**src/rtl/uart_pkg.sv**
```systemverilog
// Shared types for the configurable UART transmitter: FSM state encoding and frame sizing.
// Parity support is controlled by the UART_TX_PARITY_EN macro.
package uart_pkg;

  typedef enum logic [2:0] {
    IDLE,
    START,
    DATA,
    PARITY,
    STOP
  } tx_state_e;

`ifdef UART_TX_PARITY_EN
  localparam bit PARITY_EN = 1'b1;
`else
  localparam bit PARITY_EN = 1'b0;
`endif

  // Total bit periods in one frame: start + payload + optional parity + stop.
  function automatic int frame_bits(int data_bits, int stop_bits, bit parity);
    return 1 + data_bits + (parity ? 1 : 0) + stop_bits;
  endfunction

endpackage

```
**src/rtl/uart_tx_cfg_if.sv**
```systemverilog
// Host-side write port and status bundle of the UART transmitter.
interface uart_tx_cfg_if #(
  parameter int DATA_BITS  = 8,
  parameter int FIFO_DEPTH = 8
);
  logic                          en;
  logic [DATA_BITS-1:0]          data;
  logic                          tx;
  logic                          busy;
  logic                          full;
  logic [$clog2(FIFO_DEPTH):0]   level;
  logic                          overflow;

  modport master (output en, data, input tx, busy, full, level, overflow);
  modport slave  (input en, data, output tx, busy, full, level, overflow);
endinterface

```
**src/rtl/uart_tx_fifo.sv**
```systemverilog
// Power-of-two transmit FIFO; pointers wrap naturally, occupancy kept in an explicit counter.
module uart_tx_fifo #(
  parameter int DEPTH = 8,
  parameter int WIDTH = 8
) (
  input  logic                     clk,
  input  logic                     rst,
  input  logic                     push,
  input  logic                     pop,
  input  logic [WIDTH-1:0]         wdata,
  output logic [WIDTH-1:0]         rdata,
  output logic                     full,
  output logic                     empty,
  output logic [$clog2(DEPTH):0]   level
);
  localparam int AW = $clog2(DEPTH);

  logic [WIDTH-1:0] mem [DEPTH];
  logic [AW-1:0]    wptr, rptr;
  logic             do_push, do_pop;

  // A push while full is dropped even if a pop frees a slot on the same edge.
  assign do_push = push & ~full;
  assign do_pop  = pop & ~empty;
  assign full    = (level == (AW+1)'(DEPTH));
  assign empty   = (level == '0);
  assign rdata   = mem[rptr];

  always_ff @(posedge clk) begin
    if (do_push) mem[wptr] <= wdata;
  end

  always_ff @(posedge clk or posedge rst) begin
    if (rst) begin
      wptr  <= '0;
      rptr  <= '0;
      level <= '0;
    end else begin
      if (do_push) wptr <= wptr + 1'b1;
      if (do_pop)  rptr <= rptr + 1'b1;
      case ({do_push, do_pop})
        2'b10:   level <= level + 1'b1;
        2'b01:   level <= level - 1'b1;
        default: level <= level;
      endcase
    end
  end
endmodule

```
**src/rtl/uart_tx_cfg.sv**
```systemverilog
// Buffered UART transmitter with configurable divider, payload and stop bits.
// Optional parity bit (and parity_odd port) compiled in with UART_TX_PARITY_EN.
module uart_tx_cfg
  import uart_pkg::*;
#(
  parameter int CLK_DIV    = 434,
  parameter int DATA_BITS  = 8,
  parameter int STOP_BITS  = 1,
  parameter int FIFO_DEPTH = 8
) (
  input  logic clk,
  input  logic rst,
`ifdef UART_TX_PARITY_EN
  input  logic parity_odd,
`endif
  uart_tx_cfg_if.slave bus
);
  localparam int LW = $clog2(FIFO_DEPTH) + 1;
  localparam int CW = $clog2(CLK_DIV);
  localparam int FB = frame_bits(DATA_BITS, STOP_BITS, PARITY_EN);
  localparam int BW = $clog2(FB);

  tx_state_e            state, state_nxt;
  logic [CW-1:0]        baud_cnt;
  logic [BW-1:0]        bit_idx;
  logic [DATA_BITS-1:0] shreg;
  logic [DATA_BITS-1:0] rdata;
  logic                 bit_end, pop, tx_bit, tx_q, ovf_q;
  logic                 full, empty;
  logic [LW-1:0]        level;
`ifdef UART_TX_PARITY_EN
  logic                 par_bit;
`endif

  uart_tx_fifo #(.DEPTH(FIFO_DEPTH), .WIDTH(DATA_BITS)) u_fifo (
    .clk   (clk),
    .rst   (rst),
    .push  (bus.en),
    .pop   (pop),
    .wdata (bus.data),
    .rdata (rdata),
    .full  (full),
    .empty (empty),
    .level (level)
  );

  assign bit_end      = (baud_cnt == CW'(CLK_DIV - 1));
  assign bus.tx       = tx_q;
  assign bus.full     = full;
  assign bus.level    = level;
  assign bus.overflow = ovf_q;
  assign bus.busy     = (state != IDLE) | ~empty;

  always_comb begin
    state_nxt = state;
    pop       = 1'b0;
    tx_bit    = 1'b1;
    case (state)
      IDLE: begin
        if (!empty) begin
          pop       = 1'b1;
          state_nxt = START;
        end
      end
      START: begin
        tx_bit = 1'b0;
        if (bit_end) state_nxt = DATA;
      end
      DATA: begin
        tx_bit = shreg[0];
        if (bit_end && bit_idx == BW'(DATA_BITS - 1))
          state_nxt = PARITY_EN ? PARITY : STOP;
      end
`ifdef UART_TX_PARITY_EN
      PARITY: begin
        tx_bit = par_bit;
        if (bit_end) state_nxt = STOP;
      end
`endif
      STOP: begin
        // Chain straight into the next start bit when more data is queued.
        if (bit_end && bit_idx == BW'(STOP_BITS - 1)) begin
          if (!empty) begin
            pop       = 1'b1;
            state_nxt = START;
          end else begin
            state_nxt = IDLE;
          end
        end
      end
      default: state_nxt = IDLE;
    endcase
  end

  // tx is registered from the current state, so the line trails the FSM by one cycle.
  always_ff @(posedge clk or posedge rst) begin
    if (rst) begin
      state    <= IDLE;
      tx_q     <= 1'b1;
      baud_cnt <= '0;
      bit_idx  <= '0;
      shreg    <= '0;
      ovf_q    <= 1'b0;
    end else begin
      state <= state_nxt;
      tx_q  <= tx_bit;
      if (state == IDLE || bit_end) baud_cnt <= '0;
      else                          baud_cnt <= baud_cnt + 1'b1;
      if (bit_end) bit_idx <= (state_nxt != state) ? '0 : bit_idx + 1'b1;
      if (pop)                           shreg <= rdata;
      else if (state == DATA && bit_end) shreg <= shreg >> 1;
      if (bus.en && full) ovf_q <= 1'b1;
    end
  end

`ifdef UART_TX_PARITY_EN
  always_ff @(posedge clk or posedge rst) begin
    if (rst)      par_bit <= 1'b0;
    else if (pop) par_bit <= (^rdata) ^ parity_odd;
  end
`endif
endmodule

```
**src/flat_wrapper.sv**
```systemverilog
// flat-port wrapper written by rule: the top's interface ports become plain ports
module uart_tx_cfg_flat import uart_pkg::*;
#(
  parameter int CLK_DIV    = 434,
  parameter int DATA_BITS  = 8,
  parameter int STOP_BITS  = 1,
  parameter int FIFO_DEPTH = 8
)
  (clk, rst, bus_en, bus_data, bus_tx, bus_busy, bus_full, bus_level, bus_overflow);
  uart_tx_cfg_if #(.DATA_BITS(DATA_BITS), .FIFO_DEPTH(FIFO_DEPTH)) bus_i ();
  input  logic clk;
  input  logic rst;
  input wire logic [$bits(bus_i.en)-1:0] bus_en;
  input wire logic [$bits(bus_i.data)-1:0] bus_data;
  output wire logic [$bits(bus_i.tx)-1:0] bus_tx;
  output wire logic [$bits(bus_i.busy)-1:0] bus_busy;
  output wire logic [$bits(bus_i.full)-1:0] bus_full;
  output wire logic [$bits(bus_i.level)-1:0] bus_level;
  output wire logic [$bits(bus_i.overflow)-1:0] bus_overflow;
  assign bus_i.en = bus_en;
  assign bus_i.data = bus_data;
  assign bus_tx = bus_i.tx;
  assign bus_busy = bus_i.busy;
  assign bus_full = bus_i.full;
  assign bus_level = bus_i.level;
  assign bus_overflow = bus_i.overflow;
  uart_tx_cfg #(.CLK_DIV(CLK_DIV), .DATA_BITS(DATA_BITS), .STOP_BITS(STOP_BITS), .FIFO_DEPTH(FIFO_DEPTH)) u_core (.clk(clk), .rst(rst), .bus(bus_i));
endmodule
```
**config.mk**
```make
export PLATFORM = sky130hd
export DESIGN_NAME = uart_tx_cfg_flat
export DESIGN_NICKNAME = d
export VERILOG_FILES = /design/src/rtl/uart_pkg.sv /design/src/rtl/uart_tx_cfg_if.sv /design/src/rtl/uart_tx_fifo.sv /design/src/rtl/uart_tx_cfg.sv /design/src/flat_wrapper.sv
export SDC_FILE = /design/constraint.sdc
export NUM_CORES = 1
export LEC_CHECK = 0
export ABC_AREA = 1
export CORE_MARGIN = 2
export CORE_UTILIZATION = 27
export CTS_CLUSTER_SIZE = 8
export DETAILED_ROUTE_END_ITERATION = 8
export DONT_BUFFER_PORTS = 1
export MAX_ROUTING_LAYER = met4
export PLACE_DENSITY = 0.39
export SETUP_SLACK_MARGIN = 0.2
export SYNTH_ARGS = -nofsm -noshare
export SYNTH_HDL_FRONTEND = slang
export SYNTH_SLANG_ARGS = --single-unit
export TNS_END_PERCENT = 50
```
**constraint.sdc**
```tcl
create_clock -name clk -period 2.2 [get_ports clk]
set_input_delay 0.11 -clock clk [delete_from_list [all_inputs] [get_ports clk]]
set_output_delay 0.11 -clock clk [all_outputs]
set_load 0.01 [all_outputs]
```
==> summary.md <==
| Metric | Value |
|---|---|
| Status | `complete, no violations` |
| Vias | `2892` |
| GR Overflow Total | `0` |
| Chip width | `132 um` |
| # DRC | `0` |
| Final #Nets | `461` |
| Final setup viols | `0` |
| Tcrit/Tclk final | `89.1%` |
| Stages on the worst setup path | `11` |
| Drt wl/cell | `15.0 um` |
| Max IR drop VDD | `0.000446 V` |
| Setup CP Type | `flip-flop to flip-flop` |
| Mapped Avg Cell Area | `10.8 sq um` |
| CP Capture Type | `flip-flop` |
| Static Leak | `2.02 nW` |
| Share of cells above drive strength 1 | `16.8%` |
| Total I/O pin count | `19` |
| Slowest Stage Delay on Critical Path | `0.40 ns` |
| Htree depth | `3` |
| Drt first pass iters | `4` |
| Mapped Cells | `408` |
| # port buffers | `0` |
| CP required | `2.45 ns` |
| Power Dens Cells | `914 mW/mm^2` |
| Crit path launch type | `flip-flop` |
| Iteration-0 DRC Markers | `154` |
| Initial Util | `27.6%` |
| CTS Buf Count | `9` |
| Fillers | `1628` |
| Vias per inst | `4.37` |
| Post-synthesis async set-or-reset flop share | `36.0%` |
| Tmin final | `1.96 ns` |
| Hold Crit Depth | `4` |
| Dpl hpwl | `6240 um` |
| WP data arrival | `2.21 ns` |
| CTS root buffer | `clkbuf_16` |
| Layout Skew | `0.00678 ns` |
| EDFF count, synth | `64` |
| Routed Wire Length | `9930 um` |
| Post-synth cell types | `39` |
| Buf/Inv on CP | `2` |
| Pin count of the biggest net entering global routing | `37` |
| Cell Int Power | `3.38 mW` |
| FMAX | `510 MHz` |
| CTS tree | `built` |
| Register area share after synthesis | `64.1%` |
| Area Overhead vs Synth | `19.0%` |
| Maxcap violations | `0` |
| Antenna diode count | `0` |
| Final setup TNS | `0 ns` |
| Min-Delay Path Class | `input port to flip-flop` |
| Syn nets | `428` |
| Hold Vio Cnt, Final | `0` |
| Sw power | `1.42 mW` |
| Fin cells | `662` |
| Via count of the first global-routing pass | `2924` |
| # rows | `46` |
| Total GRT Usage | `12.8%` |
| Worst-path clk slew | `0.08 ns` |
| Final Max Slew Viols | `0` |
| Combinational share of power | `16.1%` |
| Rel. slew slack | `28.8%` |
| Clk_lat worst skew | `0.36 ns` |
| CP delay by family, top | `flip-flops` |
| Placed Cells | `631` |
| Initial antenna violation count | `0` |
| Clk sinks | `100` |
| Max clock buf depth | `2` |
| R2r worst-path depth | `11` |
| CP Max Fanout | `5` |
| Mapped Area | `0.00441 sq mm` |
| Seq pwr share | `49.3%` |
| Die Height | `132 um` |
| Crit-path cells | `buf_4, nor3_4, nor2_1, nand2_4, clkinv_4, ha_4, xor2_2, ha_2, a21oi_2, xnor2_1, o21ai_1` |
| Die area | `0.0174 sq mm` |
| Unrepaired setup endpoints after global routing | `true` |
| CP max-delay cell | `dfrtp_1` |
| Clock Power Share | `34.6%` |
| Worst-Margin Slew | `1.06 ns` |
| Final GP Congestion | `0.703` |
| Sw frac | `29.6%` |
| Yosys warnings | `0` |
| Placeable Area | `0.0159 sq mm` |
| FF+latch count, synth | `100` |
| Main synth FF type | `edfxtp_1` |
| First-pass GRT wire length | `16100 um` |
| Antenna Violating Nets Remaining | `0` |
[layout make-up]
| type | instances | area, sq um | area share [%] |
|---|---|---|---|
| well taps | 216 | 270 | 5.16 |
| repair buffers | 32 | 265 | 5.06 |
| clock buffers | 9 | 225 | 4.30 |
| inverters | 36 | 140 | 2.67 |
| multi-input cells | 262 | 1430 | 27.3 |
| flip-flops and latches | 100 | 2820 | 53.9 |
| clock inverters | 7 | 88.8 | 1.69 |
[metal layers]
layer  GRT usage (%)  wire length [um]  vias to the layer above
met5               -                 0                        -
met4            3.99               128                        0
met3            3.69               309                       11
met2            21.3              5040                       25
met1            15.0              4460                     1408
li1                -                 -                     1448
[state kept, by name, summed over array words and instances, names as in the netlist]
signal               flops
u_core.baud_cnt          9
u_core.bit_idx           4
u_core.bus.overflow      1
u_core.bus.tx            1
u_core.shreg             8
u_core.state             3
u_core.u_fifo.level      4
u_core.u_fifo.mem       64
u_core.u_fifo.rptr       3
u_core.u_fifo.wptr       3
[synth_stat cells (all sizes together), types with 2 or more instances]
library cell | n | area (sq um)
nor3b | 4 | 30.0
nand2 | 88 | 353
nand4 | 3 | 18.8
nor3 | 4 | 30.0
inv | 34 | 128
o211ai | 2 | 20.0
dfrtp | 35 | 876
o22ai | 14 | 87.6
xor2 | 7 | 61.3
clkinv | 2 | 12.5
edfxtp | 64 | 1920
nor2 | 54 | 230
buf | 9 | 55.1
xnor2 | 3 | 26.3
a21oi | 12 | 63.8
nand3 | 14 | 85.1
o21ai | 42 | 218
ha | 9 | 113
[cell usage in the layout, fill, tap and decap left out, drive strengths merged]
master / Yosys / layout
a211oi: 1 / 1
a21o: 1 / 1
a21oi: 12 / 12
a32o: 1 / 1
a32oi: 1 / 1
buf: 9 / 22
clkbuf: 1 / 9
clkinv: 2 / 5
dfrtp: 35 / 35
dfstp: 1 / 1
dlygate4sd3: 0 / 10
edfxtp: 64 / 64
ha: 9 / 9
inv: 34 / 38
nand2: 88 / 88
nand3: 14 / 14
nand4: 3 / 3
nor2: 54 / 54
nor3: 4 / 4
nor3b: 4 / 4
o211ai: 2 / 2
o21a: 1 / 1
o21ai: 42 / 42
o22ai: 14 / 14
or2: 1 / 1
xnor2: 3 / 3
xor2: 7 / 7
[power by group through the flow]
| stage | clock network, mW | logic [mW] | registers, mW |
|---|---|---|---|
| finish | 1.66 | 0.771 | 2.36 |
| detailed placement | 0 | 0.743 | 2.41 |
| global route | 1.77 | 0.867 | 2.39 |
| CTS | 1.73 | 0.802 | 2.37 |
| floorplan | 0 | 0.409 | 2.43 |
| global placement | 0 | 0.735 | 2.40 |
[worst paths after layout]
path                                        start                endpoint  slack (ns)
max                        u_core.u_fifo.level[2]  u_core.u_fifo.level[2]        0.24
min                                        bus_en   u_core.u_fifo.wptr[1]        0.14
max reg2reg                u_core.u_fifo.level[2]  u_core.u_fifo.level[2]        0.24
min reg2reg                       u_core.shreg[6]         u_core.shreg[6]        0.49
max in group asynchronous                     rst           u_core.bus.tx        1.55
min in group asynchronous                     rst      u_core.baud_cnt[0]        0.31
[per-stage QoR]
| step | setup WS, ns | area (sq um) | hold slack, ns | util [%] | power (mW) |
|---|---|---|---|---|---|
| 2_1_floorplan | 0.138 | 4430 | 0.209 | - | 2.84 |
| 3_3_place_gp | 0.118 | 4770 | 0.158 | 29.9 | 3.14 |
| 3_5_place_dp | 0.113 | 4770 | 0.158 | 29.9 | 3.15 |
| 4_1_cts | 0.141 | 5240 | 0.131 | 32.9 | 4.90 |
| 5_1_grt | 0.0595 | 5240 | 0.151 | 32.9 | 5.03 |
| 6_report | 0.239 | 5240 | 0.137 | 32.9 | 4.79 |
[worst reg2reg max path: cells and delay by family, from the launching register on]
| family | cells | cell delay, ns |
|---|---|---|
| fa+ha+maj | 2 | 0.35 |
| compound gates | 2 | 0.18 |
| xor+xnor | 2 | 0.31 |
| simple gates | 3 | 0.38 |
| flops | 1 | 0.40 |
| buf+inv | 2 | 0.24 |
[what timing repair did]
action                                 4_1_cts  5_1_grt
pin swaps                                    2        1
gates resized for setup                      3        1
gates cloned                                 0        0
hold buffers                                10        0
endpoints found under the hold margin      100        0
buffers inserted                             5        0
setup endpoints to repair                   26       41
[kinds of logic (layout without fill, tap and decap cells)]
group,Yosys count,after routing,synth area share [%]
simple gates,168,168,17.1
flops,100,100,64.1
xor+xnor,10,10,1.99
compound gates,75,75,9.77
buf+inv,46,84,4.51
fa+ha+maj,9,9,2.56
Note: power is estimated with default switching activity, not from simulation.
